[config.mk]
export PLATFORM = sky130hd
export DESIGN_NAME = pe_array_sequencer_flat
export DESIGN_NICKNAME = d
export VERILOG_FILES = /design/src/rtl/pe_array_sequencer_if.sv /design/src/rtl/pe_array_sequencer.sv /design/src/flat_wrapper.sv
export SDC_FILE = /design/constraint.sdc
export NUM_CORES = 1
export LEC_CHECK = 0
export ABC_CLOCK_PERIOD_IN_PS = 7000
export BUFFER_PORTS_ARGS = -buffer_cell sky130_fd_sc_hd__buf_2
export CORE_MARGIN = 1
export CORE_UTILIZATION = 25
export DETAILED_ROUTE_END_ITERATION = 10
export GPL_TIMING_DRIVEN = 0
export PLACE_DENSITY = 0.46
export SETUP_SLACK_MARGIN = 0.4
export SLEW_MARGIN = 20
export SYNTH_ARGS = -nofsm -noshare
export SYNTH_HDL_FRONTEND = slang
export SYNTH_SLANG_ARGS = --single-unit
[constraint.sdc]
create_clock -name clk -period 7 [get_ports clk]
set_clock_uncertainty 0.15 [all_clocks]
set_input_delay 2.1 -clock clk [delete_from_list [all_inputs] [get_ports clk]]
set_output_delay 2.1 -clock clk [all_outputs]
set_load 0.02 [all_outputs]
[src/rtl/pe_array_sequencer_if.sv]
// Job, PE-chain and result-collector signals of the Pair-HMM wavefront sequencer.
// master = sequencer side, slave = job source / PE chain / collector side.
interface pe_array_sequencer_if #(
  parameter int NUM_PE = 4,
  parameter int LEN_W  = 16,
  parameter int TAG_W  = 8
);
  logic              start;
  logic [LEN_W-1:0]  read_len;
  logic [LEN_W-1:0]  hap_len;
  logic [TAG_W-1:0]  tag_in;
  logic [NUM_PE-1:0] pe_done;
  logic [NUM_PE-1:0] pe_stall;
  logic              downstream_stall;
  logic              advance;
  logic [NUM_PE-1:0] pe_enable;
  logic [NUM_PE-1:0] set_tb_special;
  logic              global_stall;
  logic              busy;
  logic              col_valid;
  logic [LEN_W-1:0]  col_idx;
  logic              finished;
  logic              err;
  logic [TAG_W-1:0]  tag_out;

  modport master (
    input  start, read_len, hap_len, tag_in, pe_done, pe_stall, downstream_stall,
    output advance, pe_enable, set_tb_special, global_stall, busy,
           col_valid, col_idx, finished, err, tag_out
  );

  modport slave (
    output start, read_len, hap_len, tag_in, pe_done, pe_stall, downstream_stall,
    input  advance, pe_enable, set_tb_special, global_stall, busy,
           col_valid, col_idx, finished, err, tag_out
  );
endinterface

[src/rtl/pe_array_sequencer.sv]
// Walks the anti-diagonal wavefront of one read/haplotype job across the PE chain,
// issuing one shared advance per step once every enabled PE has reported done.
module pe_array_sequencer #(
  parameter int NUM_PE = 4,
  parameter int LEN_W  = 16,
  parameter int TAG_W  = 8
) (
  input  logic                 clk,
  input  logic                 reset,
  pe_array_sequencer_if.master bus
);
  // state | meaning
  // IDLE  | waiting for start
  // RUN   | enables held for step s, waiting for all enabled dones
  // ADV   | advance pulse, enables still hold step s
  // FIN   | one-cycle finished (err set when the job was rejected)
  typedef enum logic [1:0] {IDLE, RUN, ADV, FIN} state_t;

  localparam int SW = LEN_W + 1;

  state_t            state_q, state_d;
  logic [LEN_W-1:0]  r_q, r_d, h_q, h_d;
  logic [SW-1:0]     s_q, s_d;
  logic [TAG_W-1:0]  tag_q, tag_d;
  logic              busy_q, busy_d, adv_q, adv_d, gstall_q, gstall_d;
  logic              col_valid_q, col_valid_d, fin_q, fin_d, err_q, err_d;
  logic [LEN_W-1:0]  col_idx_q, col_idx_d;
  logic [NUM_PE-1:0] en_q, en_d, tbs_q, tbs_d;

  logic              job_bad, all_done, last_en;
  logic [SW-1:0]     steps, s_inc, col_diff, pe_idx;

  assign job_bad  = (bus.read_len == '0) || (bus.hap_len == '0) ||
                    (bus.read_len > LEN_W'(NUM_PE));
  assign all_done = ((bus.pe_done & en_q) == en_q);
  // Step count kept one bit wider so R+H-1 cannot wrap.
  assign steps    = {1'b0, r_q} + {1'b0, h_q} - SW'(1);
  assign s_inc    = s_q + SW'(1);
  assign col_diff = s_q - {1'b0, r_q} + SW'(1);

  always_comb begin
    state_d = state_q;
    r_d     = r_q;
    h_d     = h_q;
    s_d     = s_q;
    tag_d   = tag_q;
    unique case (state_q)
      IDLE: if (bus.start) begin
        if (job_bad) begin
          state_d = FIN;
        end else begin
          r_d     = bus.read_len;
          h_d     = bus.hap_len;
          tag_d   = bus.tag_in;
          s_d     = '0;
          state_d = RUN;
        end
      end
      RUN:  if (all_done && !bus.downstream_stall) state_d = ADV;
      ADV: begin
        s_d     = s_inc;
        state_d = (s_inc == steps) ? FIN : RUN;
      end
      FIN:  state_d = IDLE;
      default: state_d = IDLE;
    endcase
  end

  always_comb begin
    busy_d   = (state_d == RUN) || (state_d == ADV);
    adv_d    = (state_d == ADV);
    fin_d    = (state_d == FIN);
    err_d    = (state_q == IDLE) && bus.start && job_bad;
    gstall_d = bus.downstream_stall;
    last_en  = 1'b0;
    pe_idx   = '0;
    en_d     = '0;
    tbs_d    = '0;
    // Enables are computed from next-cycle state so they are valid on entry to RUN.
    for (int i = 0; i < NUM_PE; i++) begin
      pe_idx   = SW'(i);
      en_d[i]  = busy_d && (pe_idx < {1'b0, r_d}) && (pe_idx <= s_d) &&
                 ((s_d - pe_idx) < {1'b0, h_d});
      tbs_d[i] = en_d[i] && (s_d == pe_idx);
      if (SW'(i + 1) == {1'b0, r_q}) last_en = en_q[i];
    end
    col_valid_d = (state_q == ADV) && last_en;
    col_idx_d   = col_valid_d ? col_diff[LEN_W-1:0] : col_idx_q;
  end

  always_ff @(posedge clk) begin
    if (reset) begin
      state_q     <= IDLE;
      r_q         <= '0;
      h_q         <= '0;
      s_q         <= '0;
      tag_q       <= '0;
      busy_q      <= 1'b0;
      adv_q       <= 1'b0;
      gstall_q    <= 1'b0;
      col_valid_q <= 1'b0;
      col_idx_q   <= '0;
      fin_q       <= 1'b0;
      err_q       <= 1'b0;
      en_q        <= '0;
      tbs_q       <= '0;
    end else begin
      state_q     <= state_d;
      r_q         <= r_d;
      h_q         <= h_d;
      s_q         <= s_d;
      tag_q       <= tag_d;
      busy_q      <= busy_d;
      adv_q       <= adv_d;
      gstall_q    <= gstall_d;
      col_valid_q <= col_valid_d;
      col_idx_q   <= col_idx_d;
      fin_q       <= fin_d;
      err_q       <= err_d;
      en_q        <= en_d;
      tbs_q       <= tbs_d;
    end
  end

  assign bus.advance        = adv_q;
  assign bus.pe_enable      = en_q;
  assign bus.set_tb_special = tbs_q;
  assign bus.global_stall   = gstall_q;
  assign bus.busy           = busy_q;
  assign bus.col_valid      = col_valid_q;
  assign bus.col_idx        = col_idx_q;
  assign bus.finished       = fin_q;
  assign bus.err            = err_q;
  assign bus.tag_out        = tag_q;
endmodule

[src/flat_wrapper.sv]
// flat-port wrapper written by rule: the top's interface ports become plain ports
module pe_array_sequencer_flat 
#(
  parameter int NUM_PE = 4,
  parameter int LEN_W  = 16,
  parameter int TAG_W  = 8
)
  (clk, reset, bus_start, bus_read_len, bus_hap_len, bus_tag_in, bus_pe_done, bus_pe_stall, bus_downstream_stall, bus_advance, bus_pe_enable, bus_set_tb_special, bus_global_stall, bus_busy, bus_col_valid, bus_col_idx, bus_finished, bus_err, bus_tag_out);
  pe_array_sequencer_if #(.NUM_PE(NUM_PE), .LEN_W(LEN_W), .TAG_W(TAG_W)) bus_i ();
  input  logic clk;
  input  logic reset;
  input wire logic [$bits(bus_i.start)-1:0] bus_start;
  input wire logic [$bits(bus_i.read_len)-1:0] bus_read_len;
  input wire logic [$bits(bus_i.hap_len)-1:0] bus_hap_len;
  input wire logic [$bits(bus_i.tag_in)-1:0] bus_tag_in;
  input wire logic [$bits(bus_i.pe_done)-1:0] bus_pe_done;
  input wire logic [$bits(bus_i.pe_stall)-1:0] bus_pe_stall;
  input wire logic [$bits(bus_i.downstream_stall)-1:0] bus_downstream_stall;
  output wire logic [$bits(bus_i.advance)-1:0] bus_advance;
  output wire logic [$bits(bus_i.pe_enable)-1:0] bus_pe_enable;
  output wire logic [$bits(bus_i.set_tb_special)-1:0] bus_set_tb_special;
  output wire logic [$bits(bus_i.global_stall)-1:0] bus_global_stall;
  output wire logic [$bits(bus_i.busy)-1:0] bus_busy;
  output wire logic [$bits(bus_i.col_valid)-1:0] bus_col_valid;
  output wire logic [$bits(bus_i.col_idx)-1:0] bus_col_idx;
  output wire logic [$bits(bus_i.finished)-1:0] bus_finished;
  output wire logic [$bits(bus_i.err)-1:0] bus_err;
  output wire logic [$bits(bus_i.tag_out)-1:0] bus_tag_out;
  assign bus_i.start = bus_start;
  assign bus_i.read_len = bus_read_len;
  assign bus_i.hap_len = bus_hap_len;
  assign bus_i.tag_in = bus_tag_in;
  assign bus_i.pe_done = bus_pe_done;
  assign bus_i.pe_stall = bus_pe_stall;
  assign bus_i.downstream_stall = bus_downstream_stall;
  assign bus_advance = bus_i.advance;
  assign bus_pe_enable = bus_i.pe_enable;
  assign bus_set_tb_special = bus_i.set_tb_special;
  assign bus_global_stall = bus_i.global_stall;
  assign bus_busy = bus_i.busy;
  assign bus_col_valid = bus_i.col_valid;
  assign bus_col_idx = bus_i.col_idx;
  assign bus_finished = bus_i.finished;
  assign bus_err = bus_i.err;
  assign bus_tag_out = bus_i.tag_out;
  pe_array_sequencer #(.NUM_PE(NUM_PE), .LEN_W(LEN_W), .TAG_W(TAG_W)) u_core (.clk(clk), .reset(reset), .bus(bus_i));
endmodule
Word-level counts from Yosys, hierarchy flattened
Cells that the tools add are included.
{"block": "totals", "latchBits": 0, "ff_bits": 89, "mem_bits_ro": 0, "out_inout_bits": 38, "n_memories": 0, "mem_bits_rw": 0}
{"block": "op_classes", "n_div": 0, "n_eq_ne": 15, "magnitude_cmp": 13, "muxes": 18, "n_reduce_logical": 29, "multipliers": 0, "bitwise_logic": 2, "n_addsub": 8, "n_shift": 0}
{"op": "16-bit 2-to-1 mux", "n": 6}
{"op": "17-bit by 16-bit < comparator with 1-bit output", "n": 4}
{"op": "17-bit by 2-bit == test with 1-bit output, second input constant", "n": 2}
{"op": "1-bit by 17-bit less-or-equal comparator with 1-bit output, first input constant", "n": 2}
{"op": "2-bit by 17-bit less-or-equal comparator with 1-bit output, first input constant", "n": 2}
{"op": "17-bit 2-to-1 mux", "n": 2}
{"op": "17-bit one-hot mux with 2 select lines", "n": 1}
{"op": "17-bit by 1-bit subtractor with 17-bit output, second input constant", "n": 2}
{"op": "17-bit by 2-bit subtractor with 17-bit output, second input constant", "n": 2}
{"op": "2-bit by 16-bit == test with 1-bit output, first input constant", "n": 2}
{"op": "16-bit logical NOT", "n": 2}
{"op": "1-bit by 16-bit < comparator with 1-bit output, first input constant", "n": 2}
{"op": "2-bit by 16-bit < comparator with 1-bit output, first input constant", "n": 2}
{"op": "1-bit logical AND", "n": 20}
{"op": "16-bit by 16-bit adder with 17-bit output", "n": 1}
{"op": "17-bit by 1-bit adder with 17-bit output, second input constant", "n": 1}
{"op": "17-bit by 1-bit == test with 1-bit output, second input constant", "n": 1}
{"op": "17-bit == test", "n": 1}
{"op": "17-bit logical NOT", "n": 1}
{"op": "16-bit by 1-bit adder with 16-bit output, second input constant", "n": 1}
{"op": "1-bit by 16-bit == test with 1-bit output, first input constant", "n": 1}
{"op": "3-bit by 16-bit == test with 1-bit output, first input constant", "n": 1}
{"op": "16-bit by 3-bit greater-than comparator with 1-bit output, second input constant", "n": 1}
{"op": "16-bit subtractor", "n": 1}
{"op": "other kinds (12)", "n": 24}

Longest topological paths before layout
{"block": "depth", "depth_word": 12, "ltp_mapped": 22}

Worst setup path after synthesis
No wires, ideal clock.
{"block": "synth_timing", "kind": "input to register", "startpoint": "in bus_read_len[13]", "endpoint": "reg u_core.tbs_q[3] (netlist: u_core.bus.set_tb_special[3])", "t_required_ns": 6.771, "setup_ns": 0.079, "slack_ns": 0.788, "arrival_time_ns": 5.982, "n_path_buf": 2, "stages": 20, "path_cell_list": "nor4_1 -> and4_1 -> buf_4 -> nand4_4 -> and2_1 -> buf_2 -> a22oi_1 -> inv_1 -> ha_1 -> a21oi_1 -> o211ai_1 -> nor2b_1 -> nand3_1 -> xnor2_1 -> ha_1 -> a21o_1 -> a2111oi_0 -> and3_1 -> o21ai_0 -> a211oi_2"}
{"block": "synth_between", "elab_cells_between_ends": 28, "classes_between": "1 x add/sub; 4 x order compare; 3 x eq/ne; 12 x mux; 8 x reduce/logical"}
{"item": "from (decl)", "line": "flat_wrapper.sv:13", "text": "input wire logic [$bits(bus_i.read_len)-1:0] bus_read_len;"}
{"item": "branches (longest 2 deep; another with 16-bit by 3-bit greater-than comparator with 1-bit output)"}
{"item": "1-bit logical OR (*)", "line": "pe_array_sequencer.sv:33", "text": "assign job_bad = (bus.read_len == '0) || (bus.hap_len == '0) ||"}
{"item": "17-bit 2-to-1 mux (*)", "line": "pe_array_sequencer.sv:49", "text": "if (job_bad) begin"}
{"item": "17-bit 2-to-1 mux (*)", "line": "pe_array_sequencer.sv:48", "text": "IDLE: if (bus.start) begin"}
{"item": "17-bit one-hot mux with 2 select lines (*)", "line": "pe_array_sequencer.sv:47", "text": "unique case (state_q)"}
{"item": "net u_core.s_d[1]", "line": "pe_array_sequencer.sv:23", "text": "logic [SW-1:0] s_q, s_d;"}
{"item": "17-bit by 2-bit subtractor with 17-bit output / 2-bit by 17-bit less-or-equal comparator with 1-bit output (equally long branches)", "line": "pe_array_sequencer.sv:83, pe_array_sequencer.sv:82"}
{"item": "17-bit by 16-bit < comparator with 1-bit output / 1-bit logical AND (equally long branches)", "line": "pe_array_sequencer.sv:83, pe_array_sequencer.sv:82"}
{"item": "1-bit logical AND", "line": "pe_array_sequencer.sv:82", "text": "en_d[i] = busy_d && (pe_idx < {1'b0, r_d}) && (pe_idx <= s_d) &&"}
{"item": "1-bit logical AND (*)", "line": "pe_array_sequencer.sv:84", "text": "tbs_d[i] = en_d[i] && (s_d == pe_idx);"}
{"item": "to (signal assigned)", "line": "pe_array_sequencer.sv:121", "text": "tbs_q <= tbs_d;"}
{"item": "to (decl)", "line": "pe_array_sequencer.sv:28", "text": "logic [NUM_PE-1:0] en_q, en_d, tbs_q, tbs_d;"}
Mark *: on every way through the listed nets, which the timed path passes.
A chain may end at the register's enable or synchronous reset.

Final worst setup path
{"block": "layout_timing", "startpoint": "in bus_read_len[12]", "endpoint": "reg u_core.en_q[1] (netlist: u_core.bus.pe_enable[1])"}
{"block": "layout_between", "elab_chain_cells": 11, "elab_cells_between_ends": 26, "classes_between": "1 x add/sub; 4 x order compare; 2 x eq/ne; 12 x mux; 7 x reduce/logical"}
{"item": "branches (longest 10 deep; another with 17-bit by 1-bit subtractor with 17-bit output)"}
{"item": "1-bit logical AND (*)", "line": "pe_array_sequencer.sv:82"}
{"item": "to (signal assigned)", "line": "pe_array_sequencer.sv:120", "text": "en_q <= en_d;"}
{"item": "to (decl)", "line": "pe_array_sequencer.sv:28"}
Every way passes the cells marked *.

==> results.md <==
* Worst-path fanout max at 9
* PD cells at 127 nW/um^2
* Complex-gate fraction of the synthesized area at 17.7%
* Post-Route WL at 29900 um
* Placeable Area at 33700 sq um
* Reg clk slew, reported paths at 70 ps
* Root Driver: clkbuf_16
* Status: completed
* WL per Instance at 18.1 um
* Post-synth top cells: ha_1 (128), nor2_1 (120), inv_1 (96)
* Pre-CTS setup slack at -728 ps
* Post-Route Setup TNS at 0 ps
* Post-DRT Antenna Nets at 0
* Hold slack at 303 ps
* Vias at 8141
* All-Layer GR Usage at 17.2%
* Hold Crit Class: flip-flop to flip-flop
* Clock latency on the worst-skew pair at 350 ps
* Area Overhead vs Synth at 17.6%
* FFs w/ async S/R, synth at 0%
* CP bufs+invs at 5
* Seq/Total Area, Yosys at 20.7%
* Final Max Tran Viols at 0
* Synthesized area per cell at 7.92 sq um
* CTS sink cnt at 89
* Fmax at 0.158 GHz
* Routability congestion estimate at 0.882
* Starting Density at 25.5%
* Largest family of logic cells by synthesized area: simple AND/OR/NAND/NOR gates
* Critical Path, Cell by Cell: buf_2 > nor4_1 > and4_1 > buf_4 > nand4_4 > and2_1 > buf_2 > a22oi_2 > buf_6 > ha_2 > inv_1 > nor4_4 > nor2b_2 > xnor2_1 > ha_1 > nand4_1 > nor2_1 > o21ai_0 > a41o_1 > a211oi_2 > nor3_1 > nand3_1 > a22oi_1
* Crit-path max cell delay at 340 ps
* Die Y at 187 um
* Initial antenna violation count at 0
* Critical path class: input pin to flip-flop
* Post-synth EDFFs at 0
* Yosys cell types at 84
* 1st-iter DRT viols at 488
* Worst-Margin Slew at 907 ps
* Ant. Diodes at 0
* Setup violators final at 0
* Startpoint Class: input pin
* TritonCTS Buffers at 9
* Synth top area cells: dfxtp_1 (21%), ha_1 (19%), xnor2_1 (8.4%)
* Share of the clock period used by the worst path at 90.2%
* Max stage delay cell, worst path: nor4_4
* Post-synthesis cell area at 8600 sq um
* First-pass GRT wire length at 45900 um
* Number of remaining DRC errors at 0
* RSZ-0062 raised after global routing: no
* DIE AREA at 35100 sq um
* Cell Rows at 67
* Io pins at 90
* Post-synthesis adder-cell area fraction at 19.1%
* Placed instance area at 9600 sq um
* Htree depth at 3
* Number of port buffers at 85
* Final instance area at 10100 sq um
* Cell family with most CP delay: simple AND/OR/NAND/NOR gates
* Drt pass-1 iters at 5
* Max VDD drop at 0.120 mV
* Number of synthesis warnings at 0
* Share of cells above drive strength 1 at 15.4%
* Die width at 187 um
* Post-Synth XOR/XNOR Area at 11.0%
* CTS tree: built
* CP most frequent cell: buf_2
* Area share of the largest cell type after synthesis at 20.7%
* Leak pwr at 4.27 nW
* Final worst setup slack at 683 ps
* Cells after Synth at 1086
* Max Cap Viol at 0
* Critical path required time at 7090 ps
* Most numerous cell in the Yosys netlist: ha_1
* Nets at 1379
* Number of global-route vias before repair at 7790
* Crit end category: flip-flop
* Drt via density at 4.93
* CP Data Arrival Time at 6400 ps
* Leading area contributor after synthesis: dfxtp_1
* Minimum clock period at 6320 ps
* Pin count of the biggest net entering global routing at 17
* Grt total ovfl at 0
* Worst-case clock buffer depth at 2
* Post-Syn Nets at 1268
* Ys flop type: dfxtp_1
* Slew margin rel. at 39.5%
* Final Hold Fails at 0
* Post-synthesis register bit count at 89
* Mux share of post-synthesis cell area at 3.10%
* DPL Wire Length at 25100 um
* Post-Synth Simple-Gate Area at 21.6%
layout by cell type, fill, tap and decap left out, types with 4 or more instances in the layout:
cell type	netlist	layout
nand3_1	31	31
nand2b_1	8	8
dfxtp_1	89	89
inv_1	96	96
and3_1	5	5
ha_1	128	127
mux2_2	5	5
or2_2	6	6
buf_2	13	98
a31oi_1	11	11
a211oi_2	2	4
clkbuf_16	0	9
a21o_1	26	26
o211ai_1	7	7
nand4_1	18	18
clkbuf_1	22	21
or3_1	10	10
xnor2_1	82	82
nor4_2	5	5
xor2_1	19	19
nor3_1	36	36
buf_4	4	18
o31ai_1	9	8
nor2b_1	13	11
mux2i_1	21	21
a21oi_1	60	59
nor4_1	18	17
nand2_1	75	75
o21a_1	8	8
o21bai_1	6	6
and2_1	6	6
buf_1	4	4
o21ai_0	29	28
a211oi_1	14	12
nor2_1	120	119
path summary, 6_finish.rpt:
path	start	cells after the start	end	slack (ps)
setup reg to reg	u_core.r_q[1]	19	u_core.bus.set_tb_special[2]	1170
setup / recovery	bus_read_len[12]	23	u_core.bus.pe_enable[1]	680
hold / removal	u_core.bus.tag_out[3]	2	u_core.bus.tag_out[3]	300
hold reg to reg	u_core.bus.tag_out[3]	2	u_core.bus.tag_out[3]	300
final cells by class:
type | instances | area (sq um)
Clock inverter | 6 | 98.8
Tap cell | 448 | 561
Multi-Input combinational cell | 853 | 6320
Clock buffer | 10 | 229
Inverter | 99 | 372
Fill cell | 3738 | 23600
Sequential cell | 89 | 1780
Timing Repair Buffer | 100 | 542
Buffer | 45 | 211
sequential cells by signal, summed over array words and instances, names as in the netlist:
name                       cells
u_core.s_q                    17
u_core.bus.err                 1
u_core.h_q                    16
u_core.bus.pe_enable           4
u_core.bus.col_valid           1
u_core.bus.global_stall        1
u_core.bus.advance             1
u_core.bus.tag_out             8
u_core.state_q                 2
u_core.bus.finished            1
u_core.bus.col_idx            16
u_core.bus.busy                1
u_core.bus.set_tb_special      4
u_core.r_q                    16
power by group:
part	total (mW)	internal [mW]	switching (mW)
Combinational	0.219	0.0893	0.129
Clock	0.551	0.319	0.232
Sequential	0.514	0.510	0.00409
Total	1.28	0.919	0.365
tightest hold or removal path: cells and delay by family, from the launching register on:
| family | cells | cell delay [ps] |
|---|---|---|
| AOI/OAI and AO/OA | 1 | 50 |
| and+or+nand+nor | 1 | 50 |
| DFF | 1 | 310 |
stage by stage:
stage | cells | power (mW) | utilization (%)
floorplan | 1086 | 0.662 | -
global placement | 1619 | 0.731 | 28.4
detailed placement | 1620 | 0.733 | 28.5
CTS | 1638 | 1.29 | 29.6
global route | 1650 | 1.34 | 30.0
finish | 1650 | 1.28 | 30.0
metal layers:
| metal | vias to the layer above | routed length (um) | share of wire, % | global-route usage [%] |
|---|---|---|---|---|
| met2 | 177 | 14000 | 47 | 28.5 |
| li1 | 4077 | - | - | - |
| met5 | - | 0 | 0 | 0 |
| met4 | 0 | 899 | 3.0 | 6.07 |
| met3 | 32 | 1070 | 3.6 | 1.84 |
| met1 | 3855 | 14000 | 47 | 22.9 |
cells by family after synthesis:
family,Yosys count
AND/OR/NAND/NOR,371
AO/OA/AOI/OAI,222
buffers and inverters,144
adder cells (fa/ha/maj),130
XOR/XNOR,104
flip-flops,89
multiplexers,26
repair_timing:
item	in CTS	in global routing
pin swaps	2	7
endpoints found under the setup margin	6	6
resized for setup	8	10
hold buffers	0	0
setup buffers	2	12
No activity file was read; power rests on OpenSTA's default activity.
